[config.mk]
export PLATFORM = sky130hd
export DESIGN_NAME = seven_segment_scan
export DESIGN_NICKNAME = d
export VERILOG_FILES = /design/src/rtl/seven_segment_scan.sv
export SDC_FILE = /design/constraint.sdc
export NUM_CORES = 1
export LEC_CHECK = 0
export ABC_CLOCK_PERIOD_IN_PS = 2300
export CORE_ASPECT_RATIO = 1.5
export CORE_MARGIN = 4
export CORE_UTILIZATION = 49
export CTS_CLUSTER_SIZE = 12
export DETAILED_ROUTE_END_ITERATION = 6
export PLACE_DENSITY_LB_ADDON = 0.05
export SKIP_CTS_REPAIR_TIMING = 1
export SLEW_MARGIN = 15
export SYNTH_ARGS = -nofsm -noshare
export SYNTH_HDL_FRONTEND = slang
export SYNTH_SLANG_ARGS = --single-unit
[constraint.sdc]
create_clock -name clk -period 2.3 [get_ports clk]
set_clock_uncertainty 0.1 [all_clocks]
set_input_delay 0.23 -clock clk [delete_from_list [all_inputs] [get_ports clk]]
set_output_delay 0.23 -clock clk [all_outputs]
set_load 0.02 [all_outputs]
[src/rtl/seven_segment_scan.sv]
// seven_segment_scan: round-robin hex display scanner with dead time, frame-synchronous
// double buffering and optional leading-zero blanking.
module seven_segment_scan #(
    parameter int NUM_DIGITS     = 4,
    parameter int DIGIT_CYCLES   = 1024,
    parameter int DEAD_CYCLES    = 16,
    parameter bit SEG_ACTIVE_LOW = 1'b0,
    parameter bit DIG_ACTIVE_LOW = 1'b0
) (
    input  logic                    clk,
    input  logic                    rst,
    input  logic [4*NUM_DIGITS-1:0] value_in,
    input  logic [NUM_DIGITS-1:0]   dp_in,
    input  logic                    load,
    input  logic                    enable,
    input  logic                    blank_lz,
    output logic [6:0]              segments,
    output logic                    seg_dp,
    output logic [NUM_DIGITS-1:0]   digit_sel,
    output logic                    frame_done
);
    localparam int PW = $clog2(DIGIT_CYCLES);
    localparam int DW = $clog2(NUM_DIGITS);
    localparam int BW = 5 * NUM_DIGITS;
    localparam logic [6:0] SEG_LUT [16] = '{
        7'h3F, 7'h06, 7'h5B, 7'h4F, 7'h66, 7'h6D, 7'h7D, 7'h07,
        7'h7F, 7'h6F, 7'h77, 7'h7C, 7'h39, 7'h5E, 7'h79, 7'h71
    };
    logic [PW-1:0]         p_q, p_d;
    logic [DW-1:0]         d_q, d_d;
    logic [BW-1:0]         pending_q, pending_d, display_q, display_d;
    logic [6:0]            seg_q, seg_d;
    logic                  dp_q, dp_d;
    logic [NUM_DIGITS-1:0] dig_q, dig_d;
    logic                  fd_q, fd_d;
    logic [4*NUM_DIGITS-1:0] disp_val;
    logic [NUM_DIGITS-1:0] disp_dp;
    logic [3:0]            nib;
    logic                  last_p, last_d, boundary, active, blanked;
    always_comb begin
        disp_val  = display_q[BW-1:NUM_DIGITS];
        disp_dp   = display_q[NUM_DIGITS-1:0];
        last_p    = p_q == PW'(DIGIT_CYCLES - 1);
        last_d    = d_q == DW'(NUM_DIGITS - 1);
        boundary  = enable && last_p && last_d;
        p_d       = (enable && !last_p) ? p_q + 1'b1 : '0;
        d_d       = !enable ? '0 : !last_p ? d_q : last_d ? '0 : d_q + 1'b1;
        pending_d = load ? {value_in, dp_in} : pending_q;
        // a load on the boundary cycle goes straight to the display
        display_d = !boundary ? display_q : load ? {value_in, dp_in} : pending_q;
        active    = enable && p_q >= PW'(DEAD_CYCLES);
        nib       = disp_val[{d_q, 2'b00} +: 4];
        blanked   = blank_lz && d_q != '0 && (disp_val >> {d_q, 2'b00}) == '0;
        seg_d     = ((active && !blanked) ? SEG_LUT[nib] : 7'h00) ^ {7{SEG_ACTIVE_LOW}};
        dp_d      = (active && disp_dp[d_q]) ^ SEG_ACTIVE_LOW;
        dig_d     = (active ? NUM_DIGITS'(1) << d_q : '0) ^ {NUM_DIGITS{DIG_ACTIVE_LOW}};
        fd_d      = boundary;
    end
    always_ff @(posedge clk) begin
        if (rst) begin
            p_q       <= '0;
            d_q       <= '0;
            pending_q <= '0;
            display_q <= '0;
            seg_q     <= {7{SEG_ACTIVE_LOW}};
            dp_q      <= SEG_ACTIVE_LOW;
            dig_q     <= {NUM_DIGITS{DIG_ACTIVE_LOW}};
            fd_q      <= 1'b0;
        end else begin
            p_q       <= p_d;
            d_q       <= d_d;
            pending_q <= pending_d;
            display_q <= display_d;
            seg_q     <= seg_d;
            dp_q      <= dp_d;
            dig_q     <= dig_d;
            fd_q      <= fd_d;
        end
    end
    assign segments   = seg_q;
    assign seg_dp     = dp_q;
    assign digit_sel  = dig_q;
    assign frame_done = fd_q;
endmodule
==> run_results.csv, run 1 <==
group,metric,value,unit
outcome,run_status,"complete, no violations",
worst_setup_path,worstPathRequired,2420,ps
cells_and_area,nets,380,
die,io_pins,38,
synth,netlist_area,0.002889,mm2
sta,hold_viol_final,0,
detailed_routing,wl_per_cell,13.23,um
cts,cts.sinks,65,
synth,synthAdderAreaFrac,4.764,%
power,combPwrFrac,4.8,%
synth,syn_nets,339,
power,peakVddDrop,0.4471,mV
sta,max_slew_margin,68.77,%
cells_and_area,layout.cells.non_filler,421,
synth,synth_xor_area_share,2.728,%
worst_setup_path,cp-end-kind,"flop",
grt,antenna_found_initial,0,
synth,synth.most_common_cell,"dfxtp_1",
sta,worst_slew_pin_slew,463.6,ps
detailed_routing,via_per_inst,5.017,
die,die_width,70.70,um
detailed_routing,drtAntennaViolNets,0,
placement,gp_congestion,0.8069,
synth,synth-simple-area-share,20.61,%
min_path,hp-class,"reg -> reg",
grt,grt_overflow,0,
cts,cts_tree,"built",
grt,first_global_vias,1980,
synth,synth_area_leader_cell,"dfxtp_1",
synth,ys_seq_area_share,45.04,%
synth,synthMuxAreaShare,14.77,%
detailed_routing,first_pass_iters,4,
power,swShare,20.81,%
power,p_sw,479.0,uW
cts,clk_latency,340,ps
power,total_power,2301,uW
die,die_area,0.007214,mm2
synth,synth_edf_count,0,
detailed_routing,drt_iter0_drc,92,
cells_and_area,nFillCells,531,
grt,grt_max_degree,42,
power,clockPowerShare,45.0,%
die,initial_core_util,50.31,%
detailed_routing,drc,0,
sta,slew_violations,0,
placement,io_buffers,37,
power,seqPwrFrac,50.2,%
placement,pre_cts_ws,68.76,ps
grt,grt_pass1_wl,9.225,mm
grt,track_usage,16.67,%
synth,synth_top_family_by_area,"simple AND/OR/NAND/NOR gates",
placement,dp.cells,403,
sta,fin_setup_tns,0,ps
power,p_leak,0.001346,uW
placement,dpl.hpwl,4.008,mm
synth,ys_ff_latch,65,
synth,synth_common_cells,"65 x dfxtp_1, 37 x nor2_1, 28 x mux2i_1",
detailed_routing,dr_total_vias,2112,
cts,cts_buffer_depth,2,
sta,finalSetupViolCount,0,
die,die_y,102.0,um
worst_setup_path,cp-start-kind,"flop",
cells_and_area,drive_gt1_share,10.60,%
cts,cts_inserted_buffers,9,
synth,async_reset_ff_share,0,%
synth,synth_area_leaders,"dfxtp_1 45%, mux2i_1 9.7%, nand2b_1 5.0%, nor2_1 4.8%, ha_1 4.8%",
sta,worst_slack,158.3,ps
synth,syn_inst,303,
sta,post-route-period-util,93.12,%
synth,ys_warn_count,0,
cells_and_area,area_growth,23.34,%
cts,cts-root-buf,"clkbuf_8",
worst_setup_path,critical_path_class,"reg -> reg",
sta,clock.fmax,466.9,MHz
power,power_density,645.8,mW/mm2
synth,syn_area_per_cell,9.535,um2
detailed_routing,wirelength,5.568,mm
flow_run,cap_viol_max_count,0,
sta,finalCriticalPeriod,2142,ps
synth,ys_types,37,
synth,synth_top_flop_cell,"dfxtp_1",
worst_setup_path,cp_max_fo,6,
cells_and_area,antennaDiodeCount,0,
die,rows,34,
synth,synth_top_cell_area_share,45.04,%
cts,clkTransAtPathRegs,70,ps
die,coreArea,0.005743,mm2
synth,synth_compound_area_share,7.882,%
cts,htreeDepth,3,
power,internal_power,1822,uW
sta,grt_setup_unrepaired,"false",
worst_setup_path,arrival,2260,ps
## cell families (layout without fill, tap and decap cells)
kind of cell    after synthesis  after routing
fa+ha+maj                    11             11
compound gates               37             37
mux                          35             35
xor+xnor                      9              9
buf+inv                      26             72
flops                        65             65
simple gates                120            120
## per-layer routing
layer	track usage, %	share of wire, %	up-vias
li1	-	-	1116
met3	5.610	4.1	10
met4	6.946	1.8	0
met1	18.87	44	950
met2	28.66	50	36
met5	0	0	-
## worst max-delay path, cell delays in order (launching register included)
cell and delay, ps:
dfxtp_2 350, mux4_1 590, inv_2 110, ha_1 160, nand3_1 110, a2111oi_4 350, buf_4 200, a211oi_1 50
## placed cells by master, fill, tap and decap left out, types with 2 or more instances in the layout
| master | n |
|---|---|
| a211oi_1 | 2 |
| bufinv_16 | 2 |
| o21ai_0 | 21 |
| mux4_2 | 3 |
| mux2_2 | 2 |
| mux4_1 | 2 |
| nor2_1 | 37 |
| xor2_1 | 5 |
| clkbuf_8 | 9 |
| nand3b_1 | 2 |
| clkdlybuf4s50_1 | 37 |
| and3_1 | 2 |
| nor3_1 | 9 |
| a21oi_1 | 5 |
| nand2_1 | 25 |
| buf_4 | 8 |
| nand2b_1 | 23 |
| dfxtp_1 | 64 |
| nor2b_1 | 2 |
| ha_1 | 11 |
| inv_1 | 9 |
| clkinvlp_4 | 2 |
| nand3_1 | 7 |
| or2_2 | 2 |
| mux2i_1 | 28 |
| clkbuf_1 | 2 |
| xnor2_1 | 4 |
| nor4_1 | 5 |
| o21ai_1 | 3 |
## state kept, by name, indices dropped and copies added (netlist names)
register and cells:
seg_dp 1, d_q 2, p_q 10, frame_done 1, display_q 20, pending_q 20
digit_sel 4, segments 7
## per-stage QoR
step	hold slack (ps)	cell area (um2)	utilization (%)
2_1_floorplan	310.5	2889	-
6_report	368.7	3563	62.05
3_3_place_gp	345.6	3339	58.15
5_1_grt	411.0	3563	62.05
4_1_cts	372.1	3551	61.83
3_5_place_dp	356.4	3339	58.15
## power by group through the flow
stage                     Clock [uW]  Sequential [uW]  Combinational [uW]
final                           1040             1150                 112
after global routing            1120             1160                 124
after CTS                       1060             1150                 113
after detailed placement           0             1180                 112
after global placement             0             1180                 112
after floorplan                    0             1180                60.6
## worst paths after layout
check                            start          end  slack (ps)  depth (start not counted)
worst min register to register  p_q[0]       p_q[0]         370                          1
worst max register to register  d_q[0]  segments[1]         160                          7
worst max-delay path            d_q[0]  segments[1]         160                          7
worst min-delay path            p_q[0]       p_q[0]         370                          1
## final cells by class
| type | count | area (um2) | share of cell area, % |
|---|---|---|---|
| clock inverter | 5 | 80.08 | 2.247 |
| timing repair buffer | 46 | 450.4 | 12.64 |
| clock buffer | 11 | 131.4 | 3.687 |
| sequential | 65 | 1303 | 36.55 |
| inverter | 10 | 37.54 | 1.053 |
| multi-input combinational | 212 | 1471 | 41.29 |
| tap | 72 | 90.09 | 2.528 |
(Power assumes the default switching activity.)
==> inputs of run 2 (changes only) <==
--- a/config.mk
+++ b/config.mk
@@ -11,7 +11,7 @@
 export CORE_UTILIZATION = 49
 export CTS_CLUSTER_SIZE = 12
 export DETAILED_ROUTE_END_ITERATION = 6
-export PLACE_DENSITY_LB_ADDON = 0.05
+export PLACE_DENSITY = 0.75
 export SKIP_CTS_REPAIR_TIMING = 1
 export SLEW_MARGIN = 15
 export SYNTH_ARGS = -nofsm -noshare
==> run_results.csv, run 2 (synthesis results as in run 1) <==
group,metric,value,unit
detailed_routing,dr_wl_met2,2.861,mm
cells_and_area,nets,378,
cts,cts_inserted_buffers,9,
cells_and_area,register_area,0.001303,mm2
power,power_density,625.8,mW/mm2
cts,cts_tree,"built",
cells_and_area,fin_util,61.18,%
cts,clkTransAtPathRegs,70,ps
cts,cts_buffer_depth,2,
cts,clk_latency,330,ps
worst_setup_path,arrival,2350,ps
cells_and_area,final_cell_mix,"64 x dfxtp_1, 37 x nor2_1, 37 x clkdlybuf4s50_1",
grt,grt_overflow,0,
die,initial_core_util,50.31,%
grt,first_global_vias,1952,
worst_setup_path,cp_slowest_stage_delay,570,ps
die,die_y,102.0,um
die,rows,34,
detailed_routing,drc,0,
sta,clock.fmax,448.0,MHz
cells_and_area,layout_commonest_cell,"dfxtp_1",
cells_and_area,nFillCells,477,
detailed_routing,first_pass_iters,4,
cts,cts-root-buf,"clkbuf_8",
placement,dp.cells,402,
cells_and_area,drive_gt1_share,9.510,%
cells_and_area,layout.cells.non_filler,419,
sta,hold_viol_final,0,
placement,gp_congestion,0.8026,
cells_and_area,multi_input_area,0.001471,mm2
detailed_routing,drt-met1-wl,2.368,mm
placement,dpl.hpwl,3.955,mm
detailed_routing,top_layer_used,"met4",
placement,io_buffers,37,
worst_setup_path,cp-end-kind,"flop",
detailed_routing,drt_iter0_drc,106,
grt,grt_max_degree,42,
cells_and_area,design_area,0.003513,mm2
die,die_width,70.70,um
sta,worst_slew_pin_slew,429.5,ps
power,peakVddDrop,0.3814,mV
sta,finalSetupViolCount,0,
grt,track_usage,16.26,%
cells_and_area,antennaDiodeCount,0,
detailed_routing,drtAntennaViolNets,0,
sta,slew_violations,0,
die,io_pins,38,
worst_setup_path,critical_path_class,"reg -> reg",
cells_and_area,reg_top3,"display_q: 20 flops, pending_q: 20 flops, p_q: 10 flops",
sta,finalCriticalPeriod,2232,ps
placement,placed_area,0.003319,mm2
worst_setup_path,cp-start-kind,"flop",
worst_setup_path,cp_max_fo,6,
min_path,hp-class,"reg -> reg",
cts,htreeDepth,3,
cts,cts.sinks,65,
grt,grt_pass1_wl,9.114,mm
die,die_area,0.007214,mm2
outcome,run_status,"complete, no violations",
sta,max_slew_margin,71.15,%
detailed_routing,via_per_inst,5.072,
cells_and_area,area_growth,21.61,%
grt,antenna_found_initial,0,
flow_run,cap_viol_max_count,0,
sta,fin_setup_tns,0,ps
sta,post-route-period-util,97.05,%
worst_setup_path,path_cells,"mux4_2, inv_1, ha_1, nand3_1, a2111oi_4, buf_4, nor4_1",
power,p_leak,0.001331,uW
worst_setup_path,cp_slowest_cell,"mux4_2",
detailed_routing,dr_total_vias,2125,
detailed_routing,wirelength,5.593,mm
detailed_routing,wl_met3,248,um
worst_setup_path,worstPathRequired,2410,ps
die,coreArea,0.005743,mm2
detailed_routing,wl_per_cell,13.35,um
run 2: cell count changes in the layout (fill, tap and decap cells not counted):
cell / change
buf_12: -1
buf_4: -1
bufinv_16: -1
clkbuf_1: +1
clkbuf_8: +1
clkinv_2: +1
clkinvlp_4: -2
inv_1: +1
inv_2: -1
run 2: worst paths after layout:
| path | from | endpoint | slack [ps] | depth (start not counted) |
|---|---|---|---|---|
| min reg2reg | p_q[0] | p_q[0] | 370 | 1 |
| max | d_q[0] | segments[5] | 70 | 7 |
| min | p_q[0] | p_q[0] | 370 | 1 |
| max reg2reg | d_q[0] | segments[5] | 70 | 7 |
run 2: area by class of cell:
| class | instances | share of cell area (%) |
|---|---|---|
| clock buffer | 13 | 4.238 |
| inverter | 10 | 1.068 |
| clock inverter | 3 | 1.140 |
| timing repair buffer | 44 | 12.04 |
| multi-input combinational | 212 | 41.88 |
| sequential | 65 | 37.07 |
| tap | 72 | 2.564 |
run 2: through the flow:
stage	hold slack (ps)	setup WS [ps]	power (uW)
2_1_floorplan	310.5	122.2	1238
3_3_place_gp	342.7	128.5	1291
3_5_place_dp	359.1	49.46	1293
4_1_cts	374.5	45.94	2227
5_1_grt	398.9	-46.93	2288
6_report	365.2	67.82	2199
run 2: worst max-delay path: cells and delay by family, from the launching register on:
| family | cells | cell delay, ps |
|---|---|---|
| adders and majority gates | 1 | 180 |
| DFF | 1 | 350 |
| buffers and inverters | 2 | 370 |
| AOI/OAI and AO/OA | 1 | 380 |
| and+or+nand+nor | 2 | 150 |
| muxes | 1 | 570 |
run 2: layer usage:
metal | vias up | global-route usage, %
li1 | 1108 | -
met1 | 962 | 18.68
met2 | 44 | 27.59
met3 | 11 | 4.823
met4 | 0 | 7.815
met5 | - | 0
run 2: power by group:
part	internal [uW]	switching (uW)
clock network	528	404
logic	66.3	46.3
registers	1150	6.28
==> inputs of run 3 (changes only) <==
--- a/config.mk
+++ b/config.mk
@@ -7,7 +7,6 @@
 export LEC_CHECK = 0
 export ABC_CLOCK_PERIOD_IN_PS = 2300
 export CORE_ASPECT_RATIO = 1.5
-export CORE_MARGIN = 4
 export CORE_UTILIZATION = 49
 export CTS_CLUSTER_SIZE = 12
 export DETAILED_ROUTE_END_ITERATION = 6
==> run_results.csv, run 3 (synthesis results as in run 1) <==
group,metric,value,unit
outcome,run_status,"complete, no violations",
worst_setup_path,arrival,2300,ps
grt,grt_max_degree,42,
cts,clkTransAtPathRegs,60,ps
worst_setup_path,worstPathRequired,2410,ps
detailed_routing,via_per_inst,5.191,
cells_and_area,layout.cells.non_filler,419,
sta,slew_violations,0,
sta,worst_slack,109.7,ps
sta,post-route-period-util,95.23,%
placement,dpl.hpwl,4.059,mm
placement,dp.cells,401,
placement,gp_congestion,0.8182,
cells_and_area,nets,380,
detailed_routing,wl_per_cell,13.75,um
cts,cts_buffer_depth,2,
min_path,hp-class,"reg -> reg",
cts,cts.sinks,65,
cells_and_area,layout_commonest_cell,"dfxtp_1",
die,die_area,0.006213,mm2
cells_and_area,area_growth,21.91,%
grt,antenna_found_initial,0,
cts,htreeDepth,3,
power,power_density,625.9,mW/mm2
grt,grt_overflow,0,
die,coreArea,0.005574,mm2
detailed_routing,drc,0,
cts,cts-root-buf,"clkbuf_8",
sta,max_slew_margin,65.43,%
grt,track_usage,21.41,%
cells_and_area,drive_gt1_share,10.32,%
die,io_pins,38,
die,initial_core_util,51.83,%
cts,cts_tree,"built",
worst_setup_path,critical_path_class,"reg -> reg",
power,total_power,2204,uW
grt,grt_pass1_wl,9.777,mm
sta,finalSetupViolCount,0,
detailed_routing,drtAntennaViolNets,0,
placement,io_buffers,37,
power,peakVddDrop,0.5795,mV
sta,finalCriticalPeriod,2190,ps
worst_setup_path,cp-start-kind,"flop",
cells_and_area,fin_util,63.19,%
sta,hold_viol_final,0,
worst_setup_path,cp_max_fo,7,
sta,fin_setup_tns,0,ps
worst_setup_path,cp-end-kind,"flop",
cts,clk_latency,340,ps
detailed_routing,dr_total_vias,2175,
die,die_width,64.70,um
power,p_leak,0.001336,uW
cts,cts_inserted_buffers,9,
sta,grt_setup_unrepaired,"false",
detailed_routing,drt_iter0_drc,93,
die,die_y,96.04,um
grt,first_global_vias,2130,
detailed_routing,first_pass_iters,4,
detailed_routing,wirelength,5.761,mm
cells_and_area,final_cell_mix,"64 x dfxtp_1, 37 x nor2_1, 37 x clkdlybuf4s50_1",
flow_run,cap_viol_max_count,0,
placement,pre_cts_ws,34.98,ps
sta,clock.fmax,456.6,MHz
die,rows,33,
sta,worst_slew_pin_slew,513.1,ps
cells_and_area,reg_top3,"display_q: 20 flops, pending_q: 20 flops, p_q: 10 flops",
cells_and_area,antennaDiodeCount,0,
## run 3: cell count changes in the layout (fill, tap and decap cells not counted), sizes merged
cell and change:
buf +2
## run 3: cell type report
cell class	count	area [um2]
Tap cell	70	87.58
Timing Repair Buffer	46	437.9
Multi-Input combinational cell	212	1468
Clock buffer	13	148.9
Fill cell	491	2052
Sequential cell	65	1303
Inverter	10	37.54
Clock inverter	3	40.04
## run 3: final timing paths
| path | startpoint | end | slack [ps] | cells after the start |
|---|---|---|---|---|
| worst max register to register | d_q[0] | segments[5] | 110 | 7 |
| worst min register to register | p_q[0] | p_q[0] | 370 | 1 |
| worst max-delay path | d_q[0] | segments[5] | 110 | 7 |
| worst min-delay path | p_q[0] | p_q[0] | 370 | 1 |
## run 3: critical path, cell delays in order, from the launching register on
cell,delay [ps]
dfxtp_2,360
mux4_2,560
inv_1,150
ha_1,180
nand3_1,120
a2111oi_4,340
buf_4,200
nor4_1,60
## run 3: where the power goes
group	switching, uW	leakage (uW)	internal [uW]
sequential	6.32	0.000528	1150
clock	409	0.0000974	528
combinational	47.7	0.000710	66.3
total	463	0.00134	1740
## run 3: per-layer routing
layer | vias to the layer above | global-route usage (%) | share of wire [%]
met1 | 1005 | 22.61 | 43
met4 | 0 | 11.67 | 2.8
met5 | - | 0 | 0
met3 | 14 | 6.280 | 2.9
met2 | 45 | 37.89 | 52
li1 | 1111 | - | -
## run 3: through the flow
step | cell area, um2 | hold slack (ps)
final | 3522 | 368.6
after global routing | 3522 | 401.7
after CTS | 3513 | 379.0
after detailed placement | 3324 | 363.4
after global placement | 3324 | 337.6
after floorplan | 2889 | 310.5
